File: src/rtl/mux_rr_arbiter.sv
// -----------------------------------------------------------------------------
// mux_rr_arbiter
//   Round-robin arbiter that owns the select of a shared 2:1 mux between two
//   requesters, A and B. Ownership bursts are capped at MAX_BURST cycles. When
//   the other requester is waiting at the cap, ownership is handed over
//   directly with no idle bubble.
//
// Ports
//   clk        rising-edge clock
//   rst        synchronous, active-high reset
//   req_a/b    request from A / B
//   a, b       requester data (mux inputs 0 / 1)
//   gnt_a/b    registered one-hot-or-zero grants
//   sel        registered mux select (0 -> a, 1 -> b); holds its value in IDLE
//   y          combinational mux output, sel ? b : a
//   y_valid    high while either grant is high
//   burst_cnt  cycles already spent in the current burst
// -----------------------------------------------------------------------------

// One bit of the shared datapath.
module mux_rr_lane (
    input  logic i0,
    input  logic i1,
    input  logic s,
    output logic o
);
    assign o = s ? i1 : i0;
endmodule

module mux_rr_arbiter #(
    parameter int WIDTH     = 1,
    parameter int MAX_BURST = 4,
    localparam int CW       = (MAX_BURST > 1) ? $clog2(MAX_BURST) : 1
) (
    input  logic             clk,
    input  logic             rst,
    input  logic             req_a,
    input  logic             req_b,
    input  logic [WIDTH-1:0] a,
    input  logic [WIDTH-1:0] b,
    output logic             gnt_a,
    output logic             gnt_b,
    output logic             sel,
    output logic [WIDTH-1:0] y,
    output logic             y_valid,
    output logic [CW-1:0]    burst_cnt
);

    typedef enum logic [1:0] {
        IDLE  = 2'd0,
        GNT_A = 2'd1,
        GNT_B = 2'd2
    } state_t;

    localparam logic [CW-1:0] CNT_LAST = CW'(MAX_BURST - 1);

    state_t state;
    state_t nxt_state;
    logic   last_b;      // 1: B owned the mux most recently, so A wins a tie
    logic   at_limit;

    assign at_limit = (burst_cnt == CNT_LAST);

    // Next-state decision. Only the current owner's request and the
    // contender's request matter; the cap only forces a handover when the
    // contender is actually waiting.
    always_comb begin
        nxt_state = IDLE;
        case (state)
            IDLE: begin
                if (req_a && req_b) nxt_state = last_b ? GNT_A : GNT_B;
                else if (req_a)     nxt_state = GNT_A;
                else if (req_b)     nxt_state = GNT_B;
                else                nxt_state = IDLE;
            end
            GNT_A: begin
                if (!req_a)                nxt_state = req_b ? GNT_B : IDLE;
                else if (at_limit && req_b) nxt_state = GNT_B;
                else                        nxt_state = GNT_A;
            end
            GNT_B: begin
                if (!req_b)                nxt_state = req_a ? GNT_A : IDLE;
                else if (at_limit && req_a) nxt_state = GNT_A;
                else                        nxt_state = GNT_B;
            end
            default: nxt_state = IDLE;
        endcase
    end

    // All outputs except y are registered from the next state, so they are
    // Moore outputs of the state being entered.
    always_ff @(posedge clk) begin
        if (rst) begin
            state     <= IDLE;
            gnt_a     <= 1'b0;
            gnt_b     <= 1'b0;
            sel       <= 1'b0;
            y_valid   <= 1'b0;
            burst_cnt <= '0;
            last_b    <= 1'b1;
        end else begin
            state   <= nxt_state;
            gnt_a   <= (nxt_state == GNT_A);
            gnt_b   <= (nxt_state == GNT_B);
            y_valid <= (nxt_state != IDLE);

            case (nxt_state)
                GNT_A: sel <= 1'b0;
                GNT_B: sel <= 1'b1;
                default: ;              // sel holds while idle
            endcase

            if (nxt_state == IDLE) begin
                burst_cnt <= '0;
            end else if (nxt_state != state) begin
                // Fresh entry, from IDLE or a direct handover.
                burst_cnt <= '0;
                last_b    <= (nxt_state == GNT_B);
            end else if (at_limit) begin
                // Cap reached with nobody waiting: keep the grant, new burst.
                burst_cnt <= '0;
            end else begin
                burst_cnt <= burst_cnt + 1'b1;
            end
        end
    end

    // Shared datapath, one lane per bit.
    for (genvar i = 0; i < WIDTH; i++) begin : g_lane
        mux_rr_lane u_lane (
            .i0 (a[i]),
            .i1 (b[i]),
            .s  (sel),
            .o  (y[i])
        );
    end

endmodule

File: config.mk
export PLATFORM = sky130hd
export DESIGN_NAME = mux_rr_arbiter
export DESIGN_NICKNAME = d
export VERILOG_FILES = /design/src/rtl/mux_rr_arbiter.sv
export SDC_FILE = /design/constraint.sdc
export NUM_CORES = 1
export LEC_CHECK = 0
export BUFFER_PORTS_ARGS = -buffer_cell sky130_fd_sc_hd__buf_4
export CAP_MARGIN = 20
export CORE_AREA = 2 2 39 41
export DETAILED_ROUTE_END_ITERATION = 8
export DIE_AREA = 0 0 41 43
export PLACE_DENSITY = 0.61
export SLEW_MARGIN = 25
export SYNTH_ARGS = -nofsm -noshare
export SYNTH_HDL_FRONTEND = slang
export SYNTH_SLANG_ARGS = --single-unit
export TNS_END_PERCENT = 30
File: constraint.sdc
create_clock -name clk -period 2.35 [get_ports clk]
set_clock_uncertainty 0.2 [all_clocks]
set_input_delay 0.235 -clock clk [delete_from_list [all_inputs] [get_ports clk]]
set_output_delay 0.235 -clock clk [all_outputs]
set_load 0.02 [all_outputs]
**After elaboration in Yosys (flattened, before gate mapping)**

Cells that the tools add are included.
W data, S select, Z words.

- Flip-flop bits (word level): 9
- Input port bits: 6
- Output and inout bits: 7
- Logic and storage cells: 36

- Add/sub/neg operators: 1
- Eq/ne operators: 6
- Mux-type cells: 12
- Bitwise logic cells: 1
- Reduce and logical (&&, ||, !) cells: 9

Operators by type and width:

| operator | count |
|---|---|
| $mux W2 | 8 |
| $eq A2 B2 Y1 const B | 3 |
| $pmux W2 S3 | 1 |
| $eq A2 B1 Y1 const B | 2 |
| $logic_not A2 Y1 | 2 |
| $reduce_bool A2 Y1 | 2 |
| $reduce_or A4 Y1 | 1 |
| $logic_and A1 B1 Y1 | 3 |
| $add A2 B1 Y2 const B | 1 |
| $mux W1 | 2 |
| $ne A2 B2 Y1 | 1 |
| $pmux W1 S2 | 1 |
| $reduce_and A2 Y1 | 1 |
| $not A1 Y1 | 1 |

**Depth between registers and ports, before layout**

Gate-level depths: netlist of the first run.

- Depth after elaboration: 8
- Depth in mapped cells: 8

**Cells and area by module**

Synthesis of the first run repeated with hierarchy kept, for this count alone.

- Cells, all modules: 51
- Area, all modules: 466.7 um^2

By module, submodules not included:

| module | times used | cells an instance | area an instance (um^2) | sequential area each (um^2) |
|---|---|---|---|---|
| mux_rr_arbiter | 1 | 50 | 451.7 | 180.2 |
| mux_rr_lane | 1 | 1 | 15.0 | 0.0 |

**Worst setup path before layout of the first run**

OpenSTA, ideal clock, no wires.

- Kind: register to register
- From: reg burst_cnt[0]
- To: reg burst_cnt[1]
- Library setup time: 0.073 ns
- Data arrival time: 2.057 ns
- Data required time: 2.077 ns
- Path slack: 0.021 ns
- Stages on the path, launching flop included: 8
- Clock period less this slack: 2.329 ns
- Cells stage by stage: dfxtp_1 > ha_1 > mux2_4 > o21ai_2 > nand3_2 > ha_1 > or3_1 > nor3b_2

- Word-level cells in the longest chain between the ends: 7
- Elaborated cells on any way between the ends: 12

RTL lines:

| item | line | text |
|---|---|---|
| from (decl) | 46 | `output logic [CW-1:0] burst_cnt` |
| from (signal assigned) | 123 | `burst_cnt <= burst_cnt + 1'b1;` |
| $eq A2 B2 Y1 | 62 | `assign at_limit = (burst_cnt == CNT_LAST);` |
| $logic_and A1 B1 Y1 (on tied branches) | 83, 78 |  |
| $mux W2 (on tied branches) | 83, 78 |  |
| $mux W2 (on tied branches) | 82, 77 |  |
| $pmux W2 S3 | 69 | `case (state)` |
| $ne A2 B2 Y1 or $logic_not A2 Y1 (tied branches) | 115, 113 |  |
| $reduce_or A4 Y1 (no line) | n/a |  |

Several ways; a longest one is shown, not always the timed one.
A chain may end at the register's enable or synchronous reset.

**Final worst setup path of the first run**

- From: reg burst_cnt[1]
- To: reg burst_cnt[1]

The elaborated chain is that of the path after synthesis.

==> report_table.html, run 1 <==
<table>
<tr><th>Metric</th><th>Value</th></tr>
<tr><th colspan="2">Run status</th></tr>
<tr><td>Outcome</td><td>completed</td></tr>
<tr><th colspan="2">Clocking</th></tr>
<tr><td>Later-pin clock latency in the skew report</td><td>0.26 ns</td></tr>
<tr><td>Number of buffers between clock root and the deepest sink</td><td>2</td></tr>
<tr><td>CTS Sinks</td><td>9</td></tr>
<tr><td>Total CTS buffers</td><td>3</td></tr>
<tr><td>CTS tree</td><td>done</td></tr>
<tr><td>Buffer cell driving the clock tree root</td><td>sky130_fd_sc_hd__clkbuf_4</td></tr>
<tr><td>Clock transition time at the flip-flop clock pins of the worst setup and hold paths</td><td>0.07 ns</td></tr>
<tr><td>H-Tree Depth</td><td>1</td></tr>
<tr><th colspan="2">Worst setup path</th></tr>
<tr><td>Depth of the worst register-to-register path</td><td>7</td></tr>
<tr><td>Setup Crit Path Kind</td><td>flip-flop to flip-flop</td></tr>
<tr><td>Setup crit start kind</td><td>flip-flop</td></tr>
<tr><td>Worst-path fanout max</td><td>6</td></tr>
<tr><td>Setup slack of the worst register-to-register path</td><td>~0.16 ns</td></tr>
<tr><td>Required time at the endpoint of the critical path</td><td>roughly 2.3 ns</td></tr>
<tr><td>Crit path DAT</td><td>2.17 ns</td></tr>
<tr><td>Reg-to-reg critical path startpoint</td><td>burst_cnt[1]</td></tr>
<tr><td>Crit end category</td><td>flip-flop</td></tr>
<tr><td>Endpoint of the lowest-slack register-to-register path</td><td>burst_cnt[1]</td></tr>
<tr><th colspan="2">Flow run</th></tr>
<tr><td>Number of violations of the max-capacitance limit</td><td>0</td></tr>
<tr><th colspan="2">Place</th></tr>
<tr><td>Last weighted congestion value of the routability-driven placer</td><td>just over 0.7</td></tr>
<tr><td>Port Buffers</td><td>12</td></tr>
<tr><td>Placed wire-length estimate after detailed placement</td><td>approximately 650 um</td></tr>
<tr><td>Minimum setup slack after placement</td><td>around 0.038 ns</td></tr>
<tr><td># placed instances</td><td>roughly 80</td></tr>
<tr><th colspan="2">Synth</th></tr>
<tr><td>Total number of yosys warnings</td><td>0</td></tr>
<tr><td>Number of synthesized register bits</td><td>9</td></tr>
<tr><td>Asr flop ratio synth</td><td>0%</td></tr>
<tr><td>Synth area leaders</td><td>sky130_fd_sc_hd__dfxtp_1 38%, sky130_fd_sc_hd__ha_1 11%, sky130_fd_sc_hd__nor2_1 4.8%</td></tr>
<tr><td>Most frequent cells after synthesis</td><td>9 x sky130_fd_sc_hd__dfxtp_1, 6 x sky130_fd_sc_hd__nor2_1, 4 x sky130_fd_sc_hd__ha_1</td></tr>
<tr><td>Syn_nets</td><td>60</td></tr>
<tr><td>Share of Yosys cell area claimed by the top area cell type</td><td>38.4%</td></tr>
<tr><td>Synthesized netlist cell count</td><td>50</td></tr>
<tr><td>Netlist Area Pre-Place</td><td>~470 um2</td></tr>
<tr><td>Post-synth top area cell</td><td>sky130_fd_sc_hd__dfxtp_1</td></tr>
<tr><td>Main synth FF type</td><td>sky130_fd_sc_hd__dfxtp_1</td></tr>
<tr><td>Share of the yosys chip area belonging to registers</td><td>38.4%</td></tr>
<tr><td>Synth Area per Inst</td><td>~9.4 um2</td></tr>
<tr><td>Distinct cells, synth</td><td>25</td></tr>
<tr><td>Cell with the most instances after synthesis</td><td>sky130_fd_sc_hd__dfxtp_1</td></tr>
<tr><td>Post-synth EDFFs</td><td>0</td></tr>
<tr><th colspan="2">STA</th></tr>
<tr><td>Share of the clock period used by the worst path</td><td>93.0%</td></tr>
<tr><td>Setup ws final</td><td>around 0.16 ns</td></tr>
<tr><td>Relative slew margins</td><td>76.7%</td></tr>
<tr><td>Setup repair after global routing missed its margin</td><td>no</td></tr>
<tr><td># setup viols final</td><td>0</td></tr>
<tr><td>Hold violation total from the final report</td><td>0</td></tr>
<tr><td>Final count of pins violating max slew</td><td>0</td></tr>
<tr><td>Timing-limited maximum frequency</td><td>between 400 and 500 MHz</td></tr>
<tr><td>Least-Margin Pin Slew</td><td>about 0.35 ns</td></tr>
<tr><td>Setup_tns</td><td>0 ns</td></tr>
<tr><td>Post-layout min period</td><td>between 2 and 2.5 ns</td></tr>
<tr><th colspan="2">Drt</th></tr>
<tr><td>DRC Markers</td><td>0</td></tr>
<tr><td>Drt first pass iters</td><td>2</td></tr>
<tr><td>DR vias/cell</td><td>between 4 and 5</td></tr>
<tr><td>Count of antenna-violating nets left after detailed routing</td><td>0</td></tr>
<tr><td>Detail-routed net length per standard cell</td><td>between 10 and 15 um</td></tr>
<tr><td>Sum of routed wire length over all layers</td><td>between 800 and 900 um</td></tr>
<tr><td>Starting DRC count in detailed routing</td><td>6</td></tr>
<tr><td>Vias after detailed routing</td><td>389</td></tr>
<tr><th colspan="2">Floorplan</th></tr>
<tr><td>DIE WIDTH</td><td>41 um</td></tr>
<tr><td>Number of top-level design ports</td><td>13</td></tr>
<tr><td>Die Y-Extent</td><td>43 um</td></tr>
<tr><td>Number of rows in the core area</td><td>14</td></tr>
<tr><td>Die footprint</td><td>around 1800 um2</td></tr>
<tr><td>Starting density of the core</td><td>between 30% and 40%</td></tr>
<tr><td>Area of the core</td><td>1380 um2</td></tr>
<tr><th colspan="2">GRT</th></tr>
<tr><td>Number of antenna violations at the first check in global routing</td><td>0</td></tr>
<tr><td>Pin count of the biggest net entering global routing</td><td>10</td></tr>
<tr><td>Vias in the first global route</td><td>around 300</td></tr>
<tr><td>Global-route total usage across every layer</td><td>between 10% and 20%</td></tr>
<tr><td>Wire length of the first global-routing pass</td><td>approximately 1.3 mm</td></tr>
<tr><td>Remaining global-route overflow</td><td>0</td></tr>
<tr><th colspan="2">Min path</th></tr>
<tr><td>Cells on Worst Hold Path</td><td>4</td></tr>
<tr><td>Hold Crit Class</td><td>primary input to flip-flop</td></tr>
<tr><td>Destination of the worst hold path</td><td>state[0]</td></tr>
<tr><td>Hold wc startpoint</td><td>req_a</td></tr>
<tr><th colspan="2">Power and ir drop</th></tr>
<tr><td>Static leakage</td><td>~0.3 nW</td></tr>
<tr><td>Power Dens Cells</td><td>624 nW/um2</td></tr>
<tr><td>Worst vdd rail ir drop</td><td>around 0.00039 V</td></tr>
<tr><th colspan="2">Layout</th></tr>
<tr><td>Number of cells in the finished layout apart from fillers</td><td>between 80 and 90</td></tr>
<tr><td>Net total in the final layout</td><td>between 70 and 80</td></tr>
<tr><td>Share of layout cells above drive strength 1</td><td>approximately two fifths</td></tr>
<tr><td>Synthesis-to-layout area growth</td><td>34.4%</td></tr>
<tr><td>Ant. Diodes</td><td>0</td></tr>
</table>
## cell families (layout without fill, tap and decap cells)
logic type | Yosys count | after routing | synth area share, %
flops | 9 | 9 | 38.4
fa+ha+maj | 4 | 4 | 10.7
buf+inv | 5 | 22 | 5.60
compound gates | 8 | 8 | 11.7
mux | 4 | 4 | 9.87
simple gates | 20 | 20 | 23.7
## power by group
group	internal, W	leakage [nW]	switching [W]	total, W
combinational	0.0000488	0.201	0.0000442	0.0000930
clock	0.0000629	0.0177	0.0000611	0.000124
sequential	0.000165	0.0745	0.0000113	0.000176
total	0.000277	0.293	0.000117	0.000393
## per-layer routing
| layer | GRT usage (%) | vias to the layer above | part of all wire [%] |
|---|---|---|---|
| li1 | - | 206 | - |
| met1 | 15.4 | 172 | 48 |
| met2 | 14.7 | 11 | 43 |
| met3 | 7.85 | 0 | 8.4 |
| met4 | 2.00 | 0 | 0 |
| met5 | 0 | - | 0 |
## state kept, by name, summed over array words and instances (netlist names)
signal / flops
last_b: 1
gnt_a: 1
state: 2
gnt_b: 1
y_valid: 1
burst_cnt: 2
sel: 1
## final cells by class
class,instances,area [um2]
tap,16,20.0
clock buffer,3,22.5
timing repair buffer,15,115
sequential,9,181
inverter,3,11.3
fill,134,753
multi-input combinational,36,275
clock inverter,1,5.00
## stage by stage
| stage | utilization [%] | total power (W) | hold WS [ns] | instance area (um2) |
|---|---|---|---|---|
| 3_5_place_dp | 41.9 | 0.000271 | 0.252 | 579 |
| 3_3_place_gp | 41.9 | 0.000270 | 0.241 | 579 |
| 6_report | 45.6 | 0.000393 | 0.150 | 631 |
| 4_1_cts | 44.6 | 0.000398 | 0.149 | 617 |
| 2_1_floorplan | - | 0.000238 | 0.189 | 469 |
| 5_1_grt | 45.6 | 0.000418 | 0.160 | 631 |
## worst max-delay path by stage
stage | slack (ns) | endpoint | start
2_1_floorplan | 0.02 | burst_cnt[1] | burst_cnt[0]
3_3_place_gp | 0.13 | burst_cnt[1] | burst_cnt[0]
3_5_place_dp | 0.04 | burst_cnt[1] | burst_cnt[0]
4_1_cts | 0.02 | burst_cnt[1] | burst_cnt[0]
5_1_grt | 0.04 | burst_cnt[1] | burst_cnt[1]
6_report | 0.16 | burst_cnt[1] | burst_cnt[1]
## what timing repair did
action | in CTS | in global routing
endpoints found under the hold margin | 5 | 0
hold buffers | 1 | 0
buffers inserted | 0 | 0
resized for setup | 0 | 3
setup endpoints to repair | 0 | 3
## cells in the final DEF (no fill, tap or decap), drive strengths merged
master       Yosys  routed
o21ai            3       3
o21ba            1       1
nor3             3       3
inv              3       3
or3              1       1
clkbuf           1       3
a22oi            1       1
o211ai           1       1
dlygate4sd3      0       1
nor3b            1       1
mux2             2       2
ha               4       4
a31oi            1       1
dfxtp            9       9
nand2            3       3
nand3            1       1
nor2b            3       3
buf              1      14
a21oi            1       1
clkinv           0       1
mux2i            2       2
and3b            1       1
nor2             7       7
## worst max-delay path: stages (launching register included)
cell	delay, ns
sky130_fd_sc_hd__dfxtp_1	0.37
sky130_fd_sc_hd__ha_4	0.19
sky130_fd_sc_hd__mux2_4	0.31
sky130_fd_sc_hd__o21ai_2	0.15
sky130_fd_sc_hd__nand3_2	0.10
sky130_fd_sc_hd__ha_1	0.22
sky130_fd_sc_hd__or3_1	0.41
sky130_fd_sc_hd__nor3b_2	0.17
No activity file was read; power rests on OpenSTA's default activity.
==> inputs of run 2 (changes only) <==
--- a/config.mk
+++ b/config.mk
@@ -10,7 +10,7 @@
 export CORE_AREA = 2 2 39 41
 export DETAILED_ROUTE_END_ITERATION = 8
 export DIE_AREA = 0 0 41 43
-export PLACE_DENSITY = 0.61
+export PLACE_DENSITY = 0.54
 export SLEW_MARGIN = 25
 export SYNTH_ARGS = -nofsm -noshare
 export SYNTH_HDL_FRONTEND = slang
==> report_table.html, run 2 (synthesized netlist as in run 1, its figures left out) <==
<table>
<tr><th>Metric</th><th>Value</th></tr>
<tr><th colspan="2">Worst setup path</th></tr>
<tr><td>Critical path buffers and inverters</td><td>0 (unchanged)</td></tr>
<tr><td>Worst-path fanout max</td><td>6 (unchanged)</td></tr>
<tr><td>Crit-path slowest cell</td><td>sky130_fd_sc_hd__or3_1 (unchanged)</td></tr>
<tr><td>Crit end category</td><td>flip-flop (unchanged)</td></tr>
<tr><td>Setup Crit Path Kind</td><td>flip-flop to flip-flop (unchanged)</td></tr>
<tr><td>Largest stage delay, worst path</td><td>0.40 ns (was 0.41 ns)</td></tr>
<tr><td>Required time at the endpoint of the critical path</td><td>2.34 ns (about the same)</td></tr>
<tr><td>Crit path DAT</td><td>2.19 ns (was 2.17 ns)</td></tr>
<tr><td>Setup crit start kind</td><td>flip-flop (unchanged)</td></tr>
<tr><td>Top delay family on crit path</td><td>simple AND/OR/NAND/NOR gates (unchanged)</td></tr>
<tr><td>Critical path cell sequence</td><td>ha_2, mux2_4, o21ai_2, nand3_2, ha_1, or3_1, nor3b_2 (was ha_4, mux2_4, o21ai_2, nand3_2, ha_1, or3_1, nor3b_2)</td></tr>
<tr><th colspan="2">Floorplan</th></tr>
<tr><td>Die footprint</td><td>1760 um2 (unchanged)</td></tr>
<tr><td>Area of the core</td><td>1380 um2 (unchanged)</td></tr>
<tr><td>Number of rows in the core area</td><td>14 (unchanged)</td></tr>
<tr><td>Starting density of the core</td><td>33.9% (unchanged)</td></tr>
<tr><td>Die Y-Extent</td><td>43 um (unchanged)</td></tr>
<tr><td>Number of top-level design ports</td><td>13 (unchanged)</td></tr>
<tr><td>DIE WIDTH</td><td>41 um (unchanged)</td></tr>
<tr><th colspan="2">Clocking</th></tr>
<tr><td>Buffer cell driving the clock tree root</td><td>sky130_fd_sc_hd__clkbuf_4 (unchanged)</td></tr>
<tr><td>CTS tree</td><td>done (unchanged)</td></tr>
<tr><td>H-Tree Depth</td><td>1 (unchanged)</td></tr>
<tr><td>CTS Sinks</td><td>9 (unchanged)</td></tr>
<tr><td>Number of buffers between clock root and the deepest sink</td><td>2 (unchanged)</td></tr>
<tr><td>Clock transition time at the flip-flop clock pins of the worst setup and hold paths</td><td>0.06 ns (was 0.07 ns)</td></tr>
<tr><td>Setup bufs post-CTS</td><td>0 (unchanged)</td></tr>
<tr><td>Total CTS buffers</td><td>3 (unchanged)</td></tr>
<tr><td>Later-pin clock latency in the skew report</td><td>0.25 ns (was 0.26 ns)</td></tr>
<tr><th colspan="2">Power and ir drop</th></tr>
<tr><td>Worst vdd rail ir drop</td><td>0.000311 V (was 0.000390 V)</td></tr>
<tr><td>Static leakage</td><td>0.289 nW (was 0.293 nW)</td></tr>
<tr><td>Power Dens Cells</td><td>625 nW/um2 (was 624 nW/um2)</td></tr>
<tr><th colspan="2">Layout</th></tr>
<tr><td>Share of layout cells above drive strength 1</td><td>37.3% (was 40.3%)</td></tr>
<tr><td>Highest-count cells in the layout ignoring fill and taps</td><td>14 x sky130_fd_sc_hd__buf_4, 9 x sky130_fd_sc_hd__dfxtp_1, 6 x sky130_fd_sc_hd__nor2_1 (was 14 x sky130_fd_sc_hd__buf_4, 8 x sky130_fd_sc_hd__dfxtp_1, 6 x sky130_fd_sc_hd__nor2_1)</td></tr>
<tr><td>Leading cell type in the layout, fill and taps excluded</td><td>sky130_fd_sc_hd__buf_4 (unchanged)</td></tr>
<tr><td>Synthesis-to-layout area growth</td><td>31.7% (was 34.4%)</td></tr>
<tr><td>Number of cells in the finished layout apart from fillers</td><td>83 (unchanged)</td></tr>
<tr><td>Registers with the most flip-flops</td><td>burst_cnt x2, state x2 (unchanged)</td></tr>
<tr><td>Net total in the final layout</td><td>78 (unchanged)</td></tr>
<tr><td>Ant. Diodes</td><td>0 (unchanged)</td></tr>
<tr><th colspan="2">Place</th></tr>
<tr><td>Port Buffers</td><td>12 (unchanged)</td></tr>
<tr><td>Placed wire-length estimate after detailed placement</td><td>647 um (was 650 um)</td></tr>
<tr><td>Last weighted congestion value of the routability-driven placer</td><td>0.630 (was 0.711)</td></tr>
<tr><td># placed instances</td><td>78 (unchanged)</td></tr>
<tr><th colspan="2">STA</th></tr>
<tr><td>Hold violation total from the final report</td><td>0 (unchanged)</td></tr>
<tr><td>Setup_tns</td><td>0 ns (unchanged)</td></tr>
<tr><td>Hold WS</td><td>0.171 ns (was 0.150 ns)</td></tr>
<tr><td>Final count of pins violating max slew</td><td>0 (unchanged)</td></tr>
<tr><td># setup viols final</td><td>0 (unchanged)</td></tr>
<tr><td>Setup repair after global routing missed its margin</td><td>no (unchanged)</td></tr>
<tr><td>Relative slew margins</td><td>75.0% (was 76.7%)</td></tr>
<tr><td>Least-Margin Pin Slew</td><td>0.373 ns (was 0.348 ns)</td></tr>
<tr><td>Share of the clock period used by the worst path</td><td>93.6% (was 93.0%)</td></tr>
<tr><td>Post-layout min period</td><td>2.20 ns (was 2.19 ns)</td></tr>
<tr><td>Timing-limited maximum frequency</td><td>454 MHz (was 457 MHz)</td></tr>
<tr><th colspan="2">GRT</th></tr>
<tr><td>Vias in the first global route</td><td>349 (was 307)</td></tr>
<tr><td>Wire length of the first global-routing pass</td><td>1.40 mm (was 1.30 mm)</td></tr>
<tr><td>Global-route total usage across every layer</td><td>11.9% (was 11.3%)</td></tr>
<tr><td>Remaining global-route overflow</td><td>0 (unchanged)</td></tr>
<tr><td>Number of antenna violations at the first check in global routing</td><td>0 (unchanged)</td></tr>
<tr><td>Pin count of the biggest net entering global routing</td><td>10 (unchanged)</td></tr>
<tr><th colspan="2">Drt</th></tr>
<tr><td>Count of antenna-violating nets left after detailed routing</td><td>0 (unchanged)</td></tr>
<tr><td>Sum of routed wire length over all layers</td><td>838 um (was 837 um)</td></tr>
<tr><td>DRC Markers</td><td>0 (unchanged)</td></tr>
<tr><td>Starting DRC count in detailed routing</td><td>5 (was 6)</td></tr>
<tr><td>Vias after detailed routing</td><td>388 (was 389)</td></tr>
<tr><td>Detail-routed net length per standard cell</td><td>10.1 um (about the same)</td></tr>
<tr><td>Drt first pass iters</td><td>2 (unchanged)</td></tr>
<tr><td>DR vias/cell</td><td>4.67 (was 4.69)</td></tr>
<tr><th colspan="2">Run status</th></tr>
<tr><td>Outcome</td><td>completed (unchanged)</td></tr>
<tr><th colspan="2">Flow run</th></tr>
<tr><td>Number of violations of the max-capacitance limit</td><td>0 (unchanged)</td></tr>
<tr><th colspan="2">Min path</th></tr>
<tr><td>Hold Crit Class</td><td>primary input to flip-flop (unchanged)</td></tr>
</table>
## run 2: changes by cell type in the layout (fill, tap and decap cells not counted)
cell                       delta
sky130_fd_sc_hd__clkinv_2     -1
sky130_fd_sc_hd__ha_2         +1
sky130_fd_sc_hd__dfxtp_2      -1
sky130_fd_sc_hd__dfxtp_1      +1
sky130_fd_sc_hd__ha_4         -1
sky130_fd_sc_hd__clkbuf_1     +1
## run 2: what timing repair did
action	in CTS	in global routing
hold buffers	1	0
setup endpoints to repair	0	3
gates resized for setup	0	1
hold endpoints to repair	2	0
## run 2: worst paths after layout
path	from	endpoint	slack [ns]	cells after the start
worst max-delay path	burst_cnt[0]	burst_cnt[1]	0.15	7
worst min-delay path	req_a	state[0]	0.17	4
worst max register to register	burst_cnt[0]	burst_cnt[1]	0.15	7
worst min register to register	burst_cnt[0]	burst_cnt[0]	0.26	1
## run 2: final cells by class
type	instances	area, um2
Timing Repair Buffer	15	115
Fill cell	141	766
Multi-Input combinational cell	36	265
Clock buffer	4	26.3
Sequential cell	9	180
Tap cell	16	20.0
Inverter	3	11.3
## run 2: metal layers
| layer | up-vias | routed length (um) | GRT usage, % |
|---|---|---|---|
| li1 | 203 | - | - |
| met1 | 172 | 415 | 16.3 |
| met2 | 11 | 369 | 15.6 |
| met3 | 2 | 39 | 3.14 |
| met4 | 0 | 14 | 8.00 |
| met5 | - | 0 | 0 |
## run 2: per-stage QoR
stage	instance area [um2]	total power (W)	util, %	setup slack [ns]
after floorplan	469	0.000238	-	0.0205
after global placement	579	0.000271	41.9	0.133
after detailed placement	579	0.000271	41.9	0.0971
after CTS	616	0.000392	44.5	0.0822
after global routing	618	0.000416	44.7	0.0149
final	618	0.000386	44.7	0.150
## run 2: where the power goes
part	switching, W	leakage, nW	internal [W]
combinational	0.0000450	0.200	0.0000486
clock	0.0000523	0.0150	0.0000653
sequential	0.00000989	0.0741	0.000165
## run 2: worst min-delay path, stage by stage
cell	delay (ns)
sky130_fd_sc_hd__buf_4	0.13
sky130_fd_sc_hd__nand3_2	0.07
sky130_fd_sc_hd__buf_4	0.12
sky130_fd_sc_hd__nor2_2	0.03
==> inputs of run 3 (changes only) <==
--- a/config.mk
+++ b/config.mk
@@ -5,6 +5,7 @@
 export SDC_FILE = /design/constraint.sdc
 export NUM_CORES = 1
 export LEC_CHECK = 0
+export ABC_AREA = 1
 export BUFFER_PORTS_ARGS = -buffer_cell sky130_fd_sc_hd__buf_4
 export CAP_MARGIN = 20
 export CORE_AREA = 2 2 39 41
==> report_table.html, run 3 <==
<table>
<tr><th>Metric</th><th>Value</th></tr>
<tr><th colspan="2">Run status</th></tr>
<tr><td>Outcome</td><td>completed (unchanged)</td></tr>
<tr><th colspan="2">Clocking</th></tr>
<tr><td>Buffer cell driving the clock tree root</td><td>sky130_fd_sc_hd__clkbuf_4 (unchanged)</td></tr>
<tr><td>Total CTS buffers</td><td>3 (unchanged)</td></tr>
<tr><td>Number of buffers between clock root and the deepest sink</td><td>2 (unchanged)</td></tr>
<tr><td>CTS tree</td><td>done (unchanged)</td></tr>
<tr><td>Number of hold buffers added after cts</td><td>1 (unchanged)</td></tr>
<tr><td>CTS Sinks</td><td>9 (unchanged)</td></tr>
<tr><td>Clock transition time at the flip-flop clock pins of the worst setup and hold paths</td><td>0.06 ns (about the same)</td></tr>
<tr><td>Number of resized instances in the post-cts repair step</td><td>0 (unchanged)</td></tr>
<tr><td>H-Tree Depth</td><td>1 (unchanged)</td></tr>
<tr><td>Later-pin clock latency in the skew report</td><td>0.27 ns (was 0.25 ns)</td></tr>
<tr><td>Setup bufs post-CTS</td><td>0 (unchanged)</td></tr>
<tr><th colspan="2">Power and ir drop</th></tr>
<tr><td>Switching power total</td><td>0.000181 W (was 0.000107 W)</td></tr>
<tr><td>Static leakage</td><td>0.348 nW (was 0.289 nW)</td></tr>
<tr><td>Relative contribution of sequential cells to total power</td><td>38.6% (was 45.3%)</td></tr>
<tr><td>Pwr Total</td><td>0.000509 W (was 0.000386 W)</td></tr>
<tr><td>Power Dens Cells</td><td>816 nW/um2 (was 625 nW/um2)</td></tr>
<tr><td>Clock Power Share</td><td>24.0% (was 30.5%)</td></tr>
<tr><td>Part of the total power dissipated in combinational logic</td><td>37.5% (was 24.2%)</td></tr>
<tr><td>Switching power as a share of total power</td><td>35.6% (was 27.8%)</td></tr>
<tr><td>Worst vdd rail ir drop</td><td>0.000396 V (was 0.000311 V)</td></tr>
<tr><td>Internal power</td><td>0.000328 W (was 0.000279 W)</td></tr>
<tr><th colspan="2">STA</th></tr>
<tr><td>Setup repair after global routing missed its margin</td><td>no (unchanged)</td></tr>
<tr><td>Timing-limited maximum frequency</td><td>517 MHz (was 454 MHz)</td></tr>
<tr><td># setup viols final</td><td>0 (unchanged)</td></tr>
<tr><td>Least-Margin Pin Slew</td><td>0.183 ns (was 0.373 ns)</td></tr>
<tr><td>Final count of pins violating max slew</td><td>0 (unchanged)</td></tr>
<tr><td>Post-layout min period</td><td>1.93 ns (was 2.20 ns)</td></tr>
<tr><td>Hold WS</td><td>0.167 ns (was 0.171 ns)</td></tr>
<tr><td>Hold violation total from the final report</td><td>0 (unchanged)</td></tr>
<tr><td>Relative slew margins</td><td>87.7% (was 75.0%)</td></tr>
<tr><td>Setup_tns</td><td>0 ns (unchanged)</td></tr>
<tr><td>Setup ws final</td><td>0.415 ns (was 0.150 ns)</td></tr>
<tr><td>Share of the clock period used by the worst path</td><td>82.3% (was 93.6%)</td></tr>
<tr><th colspan="2">Worst setup path</th></tr>
<tr><td>Largest stage delay, worst path</td><td>0.32 ns (was 0.40 ns)</td></tr>
<tr><td>Setup crit start kind</td><td>flip-flop (unchanged)</td></tr>
<tr><td>Depth of the worst register-to-register path</td><td>10 (was 7)</td></tr>
<tr><td>Critical path buffers and inverters</td><td>1 (was 0)</td></tr>
<tr><td>Setup Crit Path Kind</td><td>flip-flop to flip-flop (unchanged)</td></tr>
<tr><td>Reg-to-reg critical path startpoint</td><td>burst_cnt[0] (unchanged)</td></tr>
<tr><td>Required time at the endpoint of the critical path</td><td>2.31 ns (was 2.34 ns)</td></tr>
<tr><td>Crit path top cell by count</td><td>sky130_fd_sc_hd__nand2_1</td></tr>
<tr><td>Top delay family on crit path</td><td>adder cells (was simple AND/OR/NAND/NOR gates)</td></tr>
<tr><td>Endpoint of the lowest-slack register-to-register path</td><td>sel (was burst_cnt[1])</td></tr>
<tr><td>Setup slack of the worst register-to-register path</td><td>0.42 ns (was 0.15 ns)</td></tr>
<tr><td>Crit-path slowest cell</td><td>sky130_fd_sc_hd__dfxtp_1 (was sky130_fd_sc_hd__or3_1)</td></tr>
<tr><td>Worst-path fanout max</td><td>4 (was 6)</td></tr>
<tr><td>Crit end category</td><td>flip-flop (unchanged)</td></tr>
<tr><td>Critical path cell sequence</td><td>ha_1, nand2_1, nand2_1, nand3_1, nand2_1, a31o_2, inv_1, ha_1, o21ai_0, a21oi_1 (was ha_2, mux2_4, o21ai_2, nand3_2, ha_1, or3_1, nor3b_2)</td></tr>
<tr><td>Crit path DAT</td><td>1.89 ns (was 2.19 ns)</td></tr>
<tr><th colspan="2">Layout</th></tr>
<tr><td>Number of fill cells</td><td>164 (was 141)</td></tr>
<tr><td>Leading cell type in the layout, fill and taps excluded</td><td>sky130_fd_sc_hd__nand2_1 (was sky130_fd_sc_hd__buf_4)</td></tr>
<tr><td>Share of layout cells above drive strength 1</td><td>26.5% (was 37.3%)</td></tr>
<tr><td>Synthesis-to-layout area growth</td><td>30.7% (was 31.7%)</td></tr>
<tr><td>Ant. Diodes</td><td>0 (unchanged)</td></tr>
<tr><td>Final core utilization</td><td>45.0% (was 44.7%)</td></tr>
<tr><td>Highest-count cells in the layout ignoring fill and taps</td><td>14 x sky130_fd_sc_hd__nand2_1, 13 x sky130_fd_sc_hd__inv_1, 12 x sky130_fd_sc_hd__buf_4 (was 14 x sky130_fd_sc_hd__buf_4, 9 x sky130_fd_sc_hd__dfxtp_1, 6 x sky130_fd_sc_hd__nor2_1)</td></tr>
<tr><td>Registers with the most flip-flops</td><td>burst_cnt x2, state x2 (unchanged)</td></tr>
<tr><td>Net total in the final layout</td><td>94 (was 78)</td></tr>
<tr><th colspan="2">Synth</th></tr>
<tr><td>Cell with the most instances after synthesis</td><td>sky130_fd_sc_hd__nand2_1 (was sky130_fd_sc_hd__dfxtp_1)</td></tr>
<tr><td>Total number of yosys warnings</td><td>0 (unchanged)</td></tr>
<tr><td>Share of the yosys chip area belonging to registers</td><td>37.8% (was 38.4%)</td></tr>
<tr><td>Synth area leaders</td><td>sky130_fd_sc_hd__dfxtp_1 38%, sky130_fd_sc_hd__nand2_1 11%, sky130_fd_sc_hd__ha_1 10% (was sky130_fd_sc_hd__dfxtp_1 38%, sky130_fd_sc_hd__ha_1 11%, sky130_fd_sc_hd__nor2_1 4.8%)</td></tr>
<tr><td>Asr flop ratio synth</td><td>0% (unchanged)</td></tr>
<tr><td>Netlist Area Pre-Place</td><td>477 um2 (was 469 um2)</td></tr>
<tr><td>Distinct cells, synth</td><td>13 (was 25)</td></tr>
<tr><td>Main synth FF type</td><td>sky130_fd_sc_hd__dfxtp_1 (unchanged)</td></tr>
<tr><td>Most frequent cells after synthesis</td><td>14 x sky130_fd_sc_hd__nand2_1, 13 x sky130_fd_sc_hd__inv_1, 9 x sky130_fd_sc_hd__dfxtp_1, 9 x sky130_fd_sc_hd__nor2_1, 7 x sky130_fd_sc_hd__nand3_1 (was 9 x sky130_fd_sc_hd__dfxtp_1, 6 x sky130_fd_sc_hd__nor2_1, 4 x sky130_fd_sc_hd__ha_1)</td></tr>
<tr><td>Share of Yosys cell area claimed by the top area cell type</td><td>37.8% (was 38.4%)</td></tr>
<tr><td>Number of synthesized register bits</td><td>9 (unchanged)</td></tr>
<tr><td>Syn_nets</td><td>76 (was 60)</td></tr>
<tr><td>Post-synth top area cell</td><td>sky130_fd_sc_hd__dfxtp_1 (unchanged)</td></tr>
<tr><td>Synthesized netlist cell count</td><td>66 (was 50)</td></tr>
<tr><td>Synth Area per Inst</td><td>7.22 um2 (was 9.38 um2)</td></tr>
<tr><td>Post-synth EDFFs</td><td>0 (unchanged)</td></tr>
<tr><th colspan="2">Floorplan</th></tr>
<tr><td>Number of rows in the core area</td><td>14 (unchanged)</td></tr>
<tr><td>Area of the core</td><td>1380 um2 (unchanged)</td></tr>
<tr><td>Die footprint</td><td>1760 um2 (unchanged)</td></tr>
<tr><td>Starting density of the core</td><td>34.4% (was 33.9%)</td></tr>
<tr><td>Die Y-Extent</td><td>43 um (unchanged)</td></tr>
<tr><td>DIE WIDTH</td><td>41 um (unchanged)</td></tr>
<tr><td>Number of top-level design ports</td><td>13 (unchanged)</td></tr>
<tr><th colspan="2">GRT</th></tr>
<tr><td>Number of antenna violations at the first check in global routing</td><td>0 (unchanged)</td></tr>
<tr><td>Remaining global-route overflow</td><td>0 (unchanged)</td></tr>
<tr><td>Vias in the first global route</td><td>367 (was 349)</td></tr>
<tr><td>Global-route total usage across every layer</td><td>12.4% (was 11.9%)</td></tr>
<tr><td>Wire length of the first global-routing pass</td><td>1.39 mm (was 1.40 mm)</td></tr>
<tr><td>Pin count of the biggest net entering global routing</td><td>8 (was 10)</td></tr>
<tr><th colspan="2">Min path</th></tr>
<tr><td>Destination of the worst hold path</td><td>state[1] (was state[0])</td></tr>
<tr><td>Hold Crit Class</td><td>primary input to flip-flop (unchanged)</td></tr>
<tr><td>Cells on Worst Hold Path</td><td>4 (unchanged)</td></tr>
<tr><td>Hold wc startpoint</td><td>req_b (was req_a)</td></tr>
<tr><th colspan="2">Drt</th></tr>
<tr><td>DR vias/cell</td><td>4.51 (was 4.67)</td></tr>
<tr><td>Detail-routed net length per standard cell</td><td>8.60 um (was 10.1 um)</td></tr>
<tr><td>Sum of routed wire length over all layers</td><td>851 um (was 838 um)</td></tr>
<tr><td>DRC Markers</td><td>0 (unchanged)</td></tr>
<tr><td>Count of antenna-violating nets left after detailed routing</td><td>0 (unchanged)</td></tr>
<tr><td>Starting DRC count in detailed routing</td><td>5 (unchanged)</td></tr>
<tr><td>Vias after detailed routing</td><td>446 (was 388)</td></tr>
<tr><td>Drt first pass iters</td><td>3 (was 2)</td></tr>
<tr><th colspan="2">Place</th></tr>
<tr><td>Minimum setup slack after placement</td><td>0.393 ns (was 0.0971 ns)</td></tr>
<tr><td>Last weighted congestion value of the routability-driven placer</td><td>0.704 (was 0.630)</td></tr>
<tr><td>Port Buffers</td><td>12 (unchanged)</td></tr>
<tr><td>Placed wire-length estimate after detailed placement</td><td>693 um (was 647 um)</td></tr>
<tr><th colspan="2">Flow run</th></tr>
<tr><td>Number of violations of the max-capacitance limit</td><td>0 (unchanged)</td></tr>
</table>
==> run 3: routing by layer <==
layer / vias to the layer above / global-route usage (%) / wire length [um]
li1: 239 / - / -
met1: 190 / 14.3 / 399
met2: 12 / 16.3 / 352
met3: 5 / 4.71 / 59
met4: 0 / 12.0 / 40
met5: - / 0 / 0
==> run 3: worst reg2reg max path, stage by stage, from the launching register on <==
cell                      delay, ns
sky130_fd_sc_hd__dfxtp_1       0.32
sky130_fd_sc_hd__ha_1          0.25
sky130_fd_sc_hd__nand2_1       0.10
sky130_fd_sc_hd__nand2_1       0.05
sky130_fd_sc_hd__nand3_1       0.09
sky130_fd_sc_hd__nand2_1       0.06
sky130_fd_sc_hd__a31o_2        0.23
sky130_fd_sc_hd__inv_1         0.08
sky130_fd_sc_hd__ha_1          0.23
sky130_fd_sc_hd__o21ai_0       0.16
sky130_fd_sc_hd__a21oi_1       0.06
==> run 3: kinds of logic after synthesis <==
| group | after synthesis | synth area share [%] |
|---|---|---|
| AOI/OAI and AO/OA | 6 | 10.2 |
| muxes | 1 | 2.36 |
| adders and majority gates | 4 | 10.5 |
| and+or+nand+nor | 32 | 28.1 |
| buffers and inverters | 14 | 11.0 |
| DFF | 9 | 37.8 |
==> run 3: per-stage QoR <==
step                std cells  instance area [um2]
global placement           94                  587
detailed placement         94                  587
floorplan                  66                  477
global route               99                  623
CTS                        99                  623
finish                     99                  623
==> run 3: worst max path at each step <==
stage,from,end,slack (ns),cells past startpoint
floorplan,burst_cnt[0],sel,0.44,9
global route,burst_cnt[0],sel,0.23,10
finish,burst_cnt[0],sel,0.42,10
CTS,burst_cnt[0],sel,0.39,10
detailed placement,burst_cnt[0],sel,0.39,10
global placement,burst_cnt[0],sel,0.45,10
==> run 3: power groups by stage <==
stage                     Clock (W)  Sequential, W  Combinational [W]
after CTS                  0.000127       0.000197           0.000194
after global placement            0       0.000200           0.000192
final                      0.000122       0.000196           0.000191
after floorplan                   0       0.000219           0.000111
after global routing       0.000132       0.000201           0.000217
after detailed placement          0       0.000200           0.000193
==> run 3: final cells by class <==
class	count	area, um2	share of cell area (%)
well taps	16	20.0	3.21
clock buffers	4	26.3	4.22
flip-flops and latches	9	180	28.9
multi-input cells	43	244	39.2
inverters	14	52.6	8.43
repair buffers	13	100	16.1
